$ cat src/rtl/multicycle_control_if.sv
// rtl/multicycle_control_if.sv - control/datapath bundle for the multi-cycle MIPS sequencer
// Ports: opcode/zero/mem_ready flow datapath->controller; enables, mux selects,
// exception and debug state flow controller->datapath.
// master = controller side, slave = datapath side.
interface multicycle_control_if;
  logic [5:0] opcode;
  logic       zero;
  logic       mem_ready;
  logic       pc_write;
  logic [1:0] pc_src;
  logic       iord;
  logic       mem_read;
  logic       mem_write;
  logic       ir_write;
  logic       reg_dst;
  logic       mem_to_reg;
  logic       reg_write;
  logic       alu_src_a;
  logic [1:0] alu_src_b;
  logic [1:0] alu_op;
  logic       exception;
  logic [3:0] state;

  modport master (
    input  opcode, zero, mem_ready,
    output pc_write, pc_src, iord, mem_read, mem_write, ir_write, reg_dst,
           mem_to_reg, reg_write, alu_src_a, alu_src_b, alu_op, exception, state
  );

  modport slave (
    output opcode, zero, mem_ready,
    input  pc_write, pc_src, iord, mem_read, mem_write, ir_write, reg_dst,
           mem_to_reg, reg_write, alu_src_a, alu_src_b, alu_op, exception, state
  );
endinterface

$ cat src/rtl/multicycle_control.sv
// rtl/multicycle_control.sv - Moore FSM sequencing a shared multi-cycle MIPS datapath
// Ports: clk, rst_n (sync, active low); bus (master modport): opcode, zero,
// mem_ready in; PC/IR/regfile/memory enables, mux selects, alu_op,
// exception pulse and debug state out.
module multicycle_control #(
  parameter int MEM_TIMEOUT = 16,
  parameter int CNT_W       = 5
) (
  input  logic                  clk,
  input  logic                  rst_n,
  multicycle_control_if.master  bus
);

  typedef enum logic [3:0] {
    FETCH    = 4'd0,
    DECODE   = 4'd1,
    MEM_ADDR = 4'd2,
    MEM_RD   = 4'd3,
    MEM_WB   = 4'd4,
    MEM_WR   = 4'd5,
    R_EX     = 4'd6,
    R_WB     = 4'd7,
    BRANCH   = 4'd8,
    JUMP     = 4'd9,
    ADDI_EX  = 4'd10,
    ADDI_WB  = 4'd11,
    EXC      = 4'd12
  } state_t;

  localparam logic [5:0] OP_R    = 6'd0;
  localparam logic [5:0] OP_J    = 6'd2;
  localparam logic [5:0] OP_BEQ  = 6'd4;
  localparam logic [5:0] OP_BNE  = 6'd5;
  localparam logic [5:0] OP_ADDI = 6'd8;
  localparam logic [5:0] OP_LW   = 6'd35;
  localparam logic [5:0] OP_SW   = 6'd43;

  state_t     state_q, state_d;
  logic [CNT_W-1:0] wd_cnt;
  logic       wd_limit;
  logic       mem_wait;

  logic       pc_write, iord, mem_read, mem_write, ir_write;
  logic       reg_dst, mem_to_reg, reg_write, alu_src_a, exception;
  logic [1:0] pc_src, alu_src_b, alu_op;

  // Watchdog fires on the last allowed stall cycle; mem_ready that same
  // cycle is checked first in the FSM, so a late answer still wins.
  assign wd_limit = (wd_cnt == CNT_W'(MEM_TIMEOUT - 1));
  assign mem_wait = ((state_q == FETCH) || (state_q == MEM_RD) || (state_q == MEM_WR))
                    && !bus.mem_ready;

  always_ff @(posedge clk) begin
    if (!rst_n) begin
      state_q <= FETCH;
      wd_cnt  <= '0;
    end else begin
      state_q <= state_d;
      // Only keep counting while stalled and staying put; any exit clears it.
      wd_cnt  <= (mem_wait && (state_d == state_q)) ? wd_cnt + CNT_W'(1) : '0;
    end
  end

  always_comb begin
    state_d    = state_q;
    pc_write   = 1'b0;
    pc_src     = 2'b00;
    iord       = 1'b0;
    mem_read   = 1'b0;
    mem_write  = 1'b0;
    ir_write   = 1'b0;
    reg_dst    = 1'b0;
    mem_to_reg = 1'b0;
    reg_write  = 1'b0;
    alu_src_a  = 1'b0;
    alu_src_b  = 2'b00;
    alu_op     = 2'b00;
    exception  = 1'b0;
    case (state_q)
      FETCH: begin
        mem_read  = 1'b1;
        alu_src_b = 2'b01;
        ir_write  = bus.mem_ready;
        pc_write  = bus.mem_ready;
        if (bus.mem_ready) state_d = DECODE;
        else if (wd_limit) state_d = EXC;
      end
      DECODE: begin
        alu_src_b = 2'b11;
        case (bus.opcode)
          OP_LW, OP_SW:   state_d = MEM_ADDR;
          OP_R:           state_d = R_EX;
          OP_BEQ, OP_BNE: state_d = BRANCH;
          OP_ADDI:        state_d = ADDI_EX;
          OP_J:           state_d = JUMP;
          default:        state_d = EXC;
        endcase
      end
      MEM_ADDR: begin
        alu_src_a = 1'b1;
        alu_src_b = 2'b10;
        state_d   = (bus.opcode == OP_LW) ? MEM_RD : MEM_WR;
      end
      MEM_RD: begin
        mem_read = 1'b1;
        iord     = 1'b1;
        if (bus.mem_ready) state_d = MEM_WB;
        else if (wd_limit) state_d = EXC;
      end
      MEM_WB: begin
        reg_write  = 1'b1;
        mem_to_reg = 1'b1;
        state_d    = FETCH;
      end
      MEM_WR: begin
        mem_write = 1'b1;
        iord      = 1'b1;
        if (bus.mem_ready) state_d = FETCH;
        else if (wd_limit) state_d = EXC;
      end
      R_EX: begin
        alu_src_a = 1'b1;
        alu_op    = 2'b10;
        state_d   = R_WB;
      end
      R_WB: begin
        reg_write = 1'b1;
        reg_dst   = 1'b1;
        state_d   = FETCH;
      end
      ADDI_EX: begin
        alu_src_a = 1'b1;
        alu_src_b = 2'b10;
        state_d   = ADDI_WB;
      end
      ADDI_WB: begin
        reg_write = 1'b1;
        state_d   = FETCH;
      end
      BRANCH: begin
        alu_src_a = 1'b1;
        alu_op    = 2'b01;
        pc_src    = 2'b01;
        pc_write  = ((bus.opcode == OP_BEQ) && bus.zero) ||
                    ((bus.opcode == OP_BNE) && !bus.zero);
        state_d   = FETCH;
      end
      JUMP: begin
        pc_write = 1'b1;
        pc_src   = 2'b10;
        state_d  = FETCH;
      end
      EXC: begin
        exception = 1'b1;
        pc_write  = 1'b1;
        pc_src    = 2'b11;
        state_d   = FETCH;
      end
      default: state_d = FETCH;
    endcase
  end

  assign bus.pc_write   = pc_write;
  assign bus.pc_src     = pc_src;
  assign bus.iord       = iord;
  assign bus.mem_read   = mem_read;
  assign bus.mem_write  = mem_write;
  assign bus.ir_write   = ir_write;
  assign bus.reg_dst    = reg_dst;
  assign bus.mem_to_reg = mem_to_reg;
  assign bus.reg_write  = reg_write;
  assign bus.alu_src_a  = alu_src_a;
  assign bus.alu_src_b  = alu_src_b;
  assign bus.alu_op     = alu_op;
  assign bus.exception  = exception;
  assign bus.state      = state_q;

endmodule

$ cat src/flat_wrapper.sv
// flat-port wrapper written by rule: the top's interface ports become plain ports
module multicycle_control_flat 
#(
  parameter int MEM_TIMEOUT = 16,
  parameter int CNT_W       = 5
)
  (clk, rst_n, bus_opcode, bus_zero, bus_mem_ready, bus_pc_write, bus_pc_src, bus_iord, bus_mem_read, bus_mem_write, bus_ir_write, bus_reg_dst, bus_mem_to_reg, bus_reg_write, bus_alu_src_a, bus_alu_src_b, bus_alu_op, bus_exception, bus_state);
  multicycle_control_if bus_i ();
  input  logic clk;
  input  logic rst_n;
  input wire logic [$bits(bus_i.opcode)-1:0] bus_opcode;
  input wire logic [$bits(bus_i.zero)-1:0] bus_zero;
  input wire logic [$bits(bus_i.mem_ready)-1:0] bus_mem_ready;
  output wire logic [$bits(bus_i.pc_write)-1:0] bus_pc_write;
  output wire logic [$bits(bus_i.pc_src)-1:0] bus_pc_src;
  output wire logic [$bits(bus_i.iord)-1:0] bus_iord;
  output wire logic [$bits(bus_i.mem_read)-1:0] bus_mem_read;
  output wire logic [$bits(bus_i.mem_write)-1:0] bus_mem_write;
  output wire logic [$bits(bus_i.ir_write)-1:0] bus_ir_write;
  output wire logic [$bits(bus_i.reg_dst)-1:0] bus_reg_dst;
  output wire logic [$bits(bus_i.mem_to_reg)-1:0] bus_mem_to_reg;
  output wire logic [$bits(bus_i.reg_write)-1:0] bus_reg_write;
  output wire logic [$bits(bus_i.alu_src_a)-1:0] bus_alu_src_a;
  output wire logic [$bits(bus_i.alu_src_b)-1:0] bus_alu_src_b;
  output wire logic [$bits(bus_i.alu_op)-1:0] bus_alu_op;
  output wire logic [$bits(bus_i.exception)-1:0] bus_exception;
  output wire logic [$bits(bus_i.state)-1:0] bus_state;
  assign bus_i.opcode = bus_opcode;
  assign bus_i.zero = bus_zero;
  assign bus_i.mem_ready = bus_mem_ready;
  assign bus_pc_write = bus_i.pc_write;
  assign bus_pc_src = bus_i.pc_src;
  assign bus_iord = bus_i.iord;
  assign bus_mem_read = bus_i.mem_read;
  assign bus_mem_write = bus_i.mem_write;
  assign bus_ir_write = bus_i.ir_write;
  assign bus_reg_dst = bus_i.reg_dst;
  assign bus_mem_to_reg = bus_i.mem_to_reg;
  assign bus_reg_write = bus_i.reg_write;
  assign bus_alu_src_a = bus_i.alu_src_a;
  assign bus_alu_src_b = bus_i.alu_src_b;
  assign bus_alu_op = bus_i.alu_op;
  assign bus_exception = bus_i.exception;
  assign bus_state = bus_i.state;
  multicycle_control #(.MEM_TIMEOUT(MEM_TIMEOUT), .CNT_W(CNT_W)) u_core (.clk(clk), .rst_n(rst_n), .bus(bus_i));
endmodule
$ cat config.mk
export PLATFORM = sky130hd
export DESIGN_NAME = multicycle_control_flat
export DESIGN_NICKNAME = d
export VERILOG_FILES = /design/src/rtl/multicycle_control_if.sv /design/src/rtl/multicycle_control.sv /design/src/flat_wrapper.sv
export SDC_FILE = /design/constraint.sdc
export NUM_CORES = 1
export LEC_CHECK = 0
export CAP_MARGIN = 15
export CORE_AREA = 2 2 47 71
export CTS_BUF_LIST = sky130_fd_sc_hd__clkbuf_4 sky130_fd_sc_hd__clkbuf_8 sky130_fd_sc_hd__clkbuf_16
export DETAILED_ROUTE_END_ITERATION = 8
export DIE_AREA = 0 0 49 73
export PLACE_DENSITY = 0.68
export SKIP_CTS_REPAIR_TIMING = 1
export SYNTH_ARGS = -nofsm -noshare
export SYNTH_HDL_FRONTEND = slang
export SYNTH_SLANG_ARGS = --single-unit
export TNS_END_PERCENT = 1
$ cat constraint.sdc
create_clock -name clk -period 3.9 [get_ports clk]
set_input_delay 0.585 -clock clk [delete_from_list [all_inputs] [get_ports clk]]
set_output_delay 0.585 -clock clk [all_outputs]
set_load 0.005 [all_outputs]
==> results of run 1 <==
-- metal layers --
layer	part of all wire [%]	track usage, %
met1	41	14.6
met5	0	0
met3	5.9	2.05
met2	51	24.4
met4	1.5	5.71
-- metrics by stage --
step | hold slack (ns) | worst slack (ns) | util, %
detailed placement | 0.475 | 0.994 | 38.4
CTS | 0.481 | 0.984 | 40.0
finish | 0.480 | 0.987 | 40.0
global placement | 0.442 | 1.09 | 38.4
floorplan | 0.433 | 2.15 | -
global route | 0.510 | 0.844 | 40.0
-- flip-flops by register name (all words and copies together) (netlist names) --
name / flops
u_core.bus.state: 4
u_core.wd_cnt: 5
-- worst paths after layout --
kind / depth (start not counted) / end / slack (ns)
worst max-delay path: 5 / bus_pc_write / 0.99
worst min-delay path: 1 / u_core.wd_cnt[0] / 0.48
worst max register to register: 6 / u_core.wd_cnt[2] / 1.99
worst min register to register: 1 / u_core.wd_cnt[0] / 0.48
-- cells in the mapped netlist --
| master | count |
|---|---|
| a211o_1 | 1 |
| a211oi_1 | 1 |
| a21oi_1 | 5 |
| a221o_1 | 1 |
| a22o_1 | 1 |
| a311oi_1 | 1 |
| and2_1 | 2 |
| and3_1 | 6 |
| buf_2 | 4 |
| buf_4 | 1 |
| buf_6 | 1 |
| clkbuf_1 | 2 |
| dfxtp_1 | 9 |
| ha_1 | 2 |
| inv_1 | 3 |
| nand2_1 | 7 |
| nand2b_1 | 7 |
| nand3_1 | 2 |
| nand3b_1 | 2 |
| nand4_1 | 1 |
| nand4bb_1 | 1 |
| nor2_1 | 10 |
| nor2b_1 | 4 |
| nor3_1 | 9 |
| nor3b_1 | 1 |
| nor4_1 | 2 |
| nor4b_1 | 2 |
| nor4b_4 | 1 |
| o211ai_1 | 1 |
| o21a_1 | 1 |
| o21ai_0 | 5 |
| o21bai_1 | 2 |
| o221ai_1 | 1 |
| o22ai_1 | 2 |
| o22ai_2 | 1 |
| o31ai_1 | 3 |
| o32ai_1 | 1 |
| o41ai_2 | 1 |
| or2_2 | 1 |
| or3_1 | 2 |
| xnor2_1 | 4 |
| xor2_1 | 2 |
-- layout by cell type (no fill, tap or decap), types with 3 or more instances in the layout --
master           count
a21oi_1              5
and3_1               6
clkbuf_8             3
clkdlybuf4s50_1     29
dfxtp_1              9
inv_1                3
nand2_1              7
nand2b_1             7
nor2_1              10
nor2b_1              4
nor3_1               9
o21ai_0              5
o31ai_1              3
xnor2_1              4
-- cell families (layout without fill, tap and decap cells) --
family,Yosys count,after routing
AND/OR/NAND/NOR,60,60
adder cells (fa/ha/maj),2,2
XOR/XNOR,6,6
AO/OA/AOI/OAI,28,28
flip-flops,9,9
buffers and inverters,11,36
-- report_power, final --
| part | leakage, nW | total (mW) | internal, mW | switching (mW) |
|---|---|---|---|---|
| sequential | 0.0731 | 0.115 | 0.0969 | 0.0183 |
| combinational | 0.312 | 0.109 | 0.0653 | 0.0440 |
| clock | 0.0262 | 0.112 | 0.0779 | 0.0342 |
-- area by class of cell --
type / instances / area share, %
clock buffers: 4 / 4.02
repair buffers: 29 / 23.9
flip-flops and latches: 9 / 14.8
inverters: 3 / 0.928
multi-input cells: 96 / 52.2
well taps: 40 / 4.12
-- critical path: stages, from the launching register on --
cell and delay, ns:
dfxtp_1 0.87, nor2_1 0.25, a211o_1 0.34, o21ai_0 0.07
a21oi_1 0.09, clkdlybuf4s50_1 0.48
==> flow_metrics.tcl, run 1 <==
set metrics [dict create \
    power_uw 336 \
    slew_violations 0 \
    crit_path_max_fanout 25 \
    power.leakage_nw 0.412 \
    grt_antenna_before_repair 0 \
    track_usage_pct 13.1 \
    p_per_area_nw_per_um2 277 \
    final_nets 154 \
    core_region_area_um2 3030 \
    rsz0062_at_grt "no" \
    area_growth_pct 39.4 \
    grt_max_degree 26 \
    skew_ns 0.000256 \
    root_buffer "clkbuf_8" \
    finalSetupTns_ns 0 \
    fmax_mhz 343 \
    status "complete, no violations" \
    numCtsBuffers 3 \
    wl_per_cell_um 12.2 \
    viasPerCell 5.30 \
    start_util_pct 28.7 \
    reg2reg_from "u_core.wd_cnt[0]" \
    multi_input_area_um2 633 \
    drc 0 \
    port_buffers 29 \
    avgSynthCellArea_um2 7.51 \
    place_hpwl_mm 1.69 \
    post-route-min-period_ns 2.91 \
    regArea_um2 180 \
    cts_tree "yes" \
    fin_crit_sh_pct 74.7 \
    synth_adder_area_share_pct 2.87 \
    crit_start "u_core.bus.state[2]" \
    synth_mux_area_share_pct 0 \
    netlist.area_leader.share_pct 20.7 \
    synth_top_family_by_area "simple AND/OR/NAND/NOR gates" \
    gp_congestion 0.776 \
    synth_area_um2 871 \
    clock_sinks 9 \
    tightest_slew_ns 0.855 \
    num_rows 25 \
    grt_pass1_wl_mm 3.75 \
    totalWireLength_mm 2.21 \
    synth-xor-area-share_pct 6.03 \
    ys_seq_elements 9 \
    seq_area_frac_synth_pct 20.7 \
    dp_cells 177 \
    yosys_warnings 0 \
    syn-num-nets 128 \
    syn_inst 116 \
    htree_levels 1 \
    ir_drop_mv 0.196 \
    yosys.area.top_type "dfxtp_1" \
    crit_type "flip-flop to primary output" \
    cts_buffer_depth 2 \
    relSlewSlack_pct 42.9 \
    clk-insertion-delay-late_ns 0.23 \
    drt_iter0_drc 63 \
    grt-ovfl-total 0 \
    hold_class "flip-flop to flip-flop" \
    vias 960 \
    drt-pass1-iter-count 4 \
    synth_area_leaders "dfxtp_1 21%, nor3_1 5.2%, nand2b_1 5.0%" \
    dieArea_um2 3580 \
    synth_compound_area_share_pct 23.6 \
    hold_viol 0 \
    final_antenna_net_count 0 \
    worstSetupEndpointType "primary output" \
    arrival_ns 2.33 \
    setup_viol 0 \
    fillCellCount 323 \
    antennaDiodeCount 0 \
    clkSlewWorstSetupHoldPaths_ns 0.04 \
    netlist-cell-type-count 42 \
    startpoint_type "flip-flop" \
    cp.required_ns 3.31 \
    fp.dieH_um 73 \
    drive_gt1_share_pct 5.67 \
    placed_area_um2 1160 \
    fin_area_um2 1210 \
    min_from "u_core.wd_cnt[0]" \
    final_cells 181 \
    die_w_um 49 \
    maxCapViolCount 0 \
    ioPinCount 30 \
    synth_simple_gate_area_share_pct 40.2 \
    grt_pass1_vias 864 \
]
(Power assumes the default switching activity.)
==> run 2: changes to the inputs <==
==> constraint.sdc (replaced) <==
create_clock -name clk -period 3 [get_ports clk]
set_input_delay 0.45 -clock clk [delete_from_list [all_inputs] [get_ports clk]]
set_output_delay 0.45 -clock clk [all_outputs]
set_load 0.005 [all_outputs]
==> flow_metrics.tcl, run 2 (synthesized netlist as in run 1, its figures left out) <==
set metrics [dict create \
    intPower_uw 304 \
    cts_buffer_depth 2 \
    top_layer "met4" \
    relSlewSlack_pct 53.0 \
    rsz0062_at_grt "no" \
    place_hpwl_mm 1.77 \
    final_cells 183 \
    final_common_cell "clkdlybuf4s50_1" \
    wl_per_cell_um 12.5 \
    root_buffer "clkbuf_8" \
    arrival_ns 2.12 \
    power.leakage_nw 0.422 \
    fin_area_um2 1230 \
    cts_tree "yes" \
    placed_area_um2 1180 \
    p_per_area_nw_per_um2 359 \
    hold_class "flip-flop to flip-flop" \
    die_w_um 49 \
    finalSetupTns_ns 0 \
    port_buffers 29 \
    whs_ns 0.472 \
    status "complete, no violations" \
    setup_viol 0 \
    drive_gt1_share_pct 6.99 \
    clk-insertion-delay-late_ns 0.24 \
    grt_antenna_before_repair 0 \
    met1Wirelength_um 926 \
    wl_met2_mm 1.15 \
    final_antenna_net_count 0 \
    totalWireLength_mm 2.29 \
    clkSlewWorstSetupHoldPaths_ns 0.05 \
    ir_drop_mv 0.225 \
    gp_congestion 0.784 \
    hold_viol 0 \
    area_growth_pct 40.8 \
    finalWorstSetupSlack_ns 0.427 \
    p_sw_uw 136 \
    dr_wl_met3_um 146 \
    sw_frac_of_total_pct 30.9 \
    core_region_area_um2 3030 \
    viasPerCell 5.32 \
    seqPwrFrac_pct 32.0 \
    dieArea_um2 3580 \
    power_uw 441 \
    fin_crit_sh_pct 85.8 \
    slew_violations 0 \
    pre_cts_slack_ns 0.414 \
    final_nets 156 \
    largest_reg_flops 5 \
    final_cell_mix "29 x clkdlybuf4s50_1, 10 x nor2_1, 9 x nor3_1, 9 x dfxtp_1" \
    crit_path_max_fanout 5 \
    top_register "u_core.wd_cnt" \
    fp.dieH_um 73 \
    clock_sinks 9 \
    grt_pass1_wl_mm 3.88 \
    fin_util_pct 40.4 \
    drc 0 \
    worstSetupEndpointType "primary output" \
    track_usage_pct 13.8 \
    fmax_mhz 389 \
    antennaDiodeCount 0 \
    tightest_slew_ns 0.705 \
    maxCapViolCount 0 \
    fillCellCount 322 \
    drt-pass1-iter-count 4 \
    skew_ns 0.00316 \
    crit_type "input port to primary output" \
    startpoint_type "input port" \
    clock_power_share_pct 33.0 \
    cp.required_ns 2.55 \
    htree_levels 1 \
    drt_iter0_drc 37 \
    start_util_pct 28.7 \
    grt-ovfl-total 0 \
    grt_pass1_vias 864 \
    dp_cells 179 \
    pwr-share-comb_pct 35.0 \
    ioPinCount 30 \
    post-route-min-period_ns 2.57 \
    vias 974 \
    num_rows 25 \
    grt_max_degree 20 \
    numCtsBuffers 3 \
]
[run 2: critical path: stages]
cell	delay, ns
clkdlybuf4s50_1	0.47
nand2b_1	0.17
nor4_1	0.22
nand4_1	0.13
a21oi_1	0.17
clkdlybuf4s50_1	0.53
[run 2: layout make-up]
cell class / instances / area (um2) / share of cell area, %
multi-input cells: 96 / 633 / 51.6
clock inverters: 1 / 5.00 / 0.408
flip-flops and latches: 9 / 180 / 14.7
repair buffers: 31 / 305 / 24.9
well taps: 40 / 50.0 / 4.08
clock buffers: 3 / 41.3 / 3.37
inverters: 3 / 11.3 / 0.918
[run 2: metal layers]
layer | global-route usage [%] | vias to the layer above
met5 | 0 | -
met4 | 6.98 | 0
met3 | 3.07 | 13
met2 | 25.3 | 47
met1 | 14.9 | 426
li1 | - | 488
[run 2: worst paths after layout]
kind	endpoint	from	cells past startpoint	slack [ns]
max	bus_pc_write	bus_opcode[3]	6	0.43
min reg2reg	u_core.wd_cnt[0]	u_core.wd_cnt[0]	1	0.47
max reg2reg	u_core.wd_cnt[3]	u_core.wd_cnt[0]	6	1.12
min	u_core.wd_cnt[0]	u_core.wd_cnt[0]	1	0.47
[run 2: power by group through the flow]
| stage | sequential [mW] | clock, mW | combinational, mW |
|---|---|---|---|
| 2_1_floorplan | 0.136 | 0 | 0.0903 |
| 3_3_place_gp | 0.143 | 0 | 0.153 |
| 3_5_place_dp | 0.143 | 0 | 0.155 |
| 4_1_cts | 0.141 | 0.148 | 0.156 |
| 5_1_grt | 0.143 | 0.153 | 0.171 |
| 6_report | 0.141 | 0.145 | 0.154 |
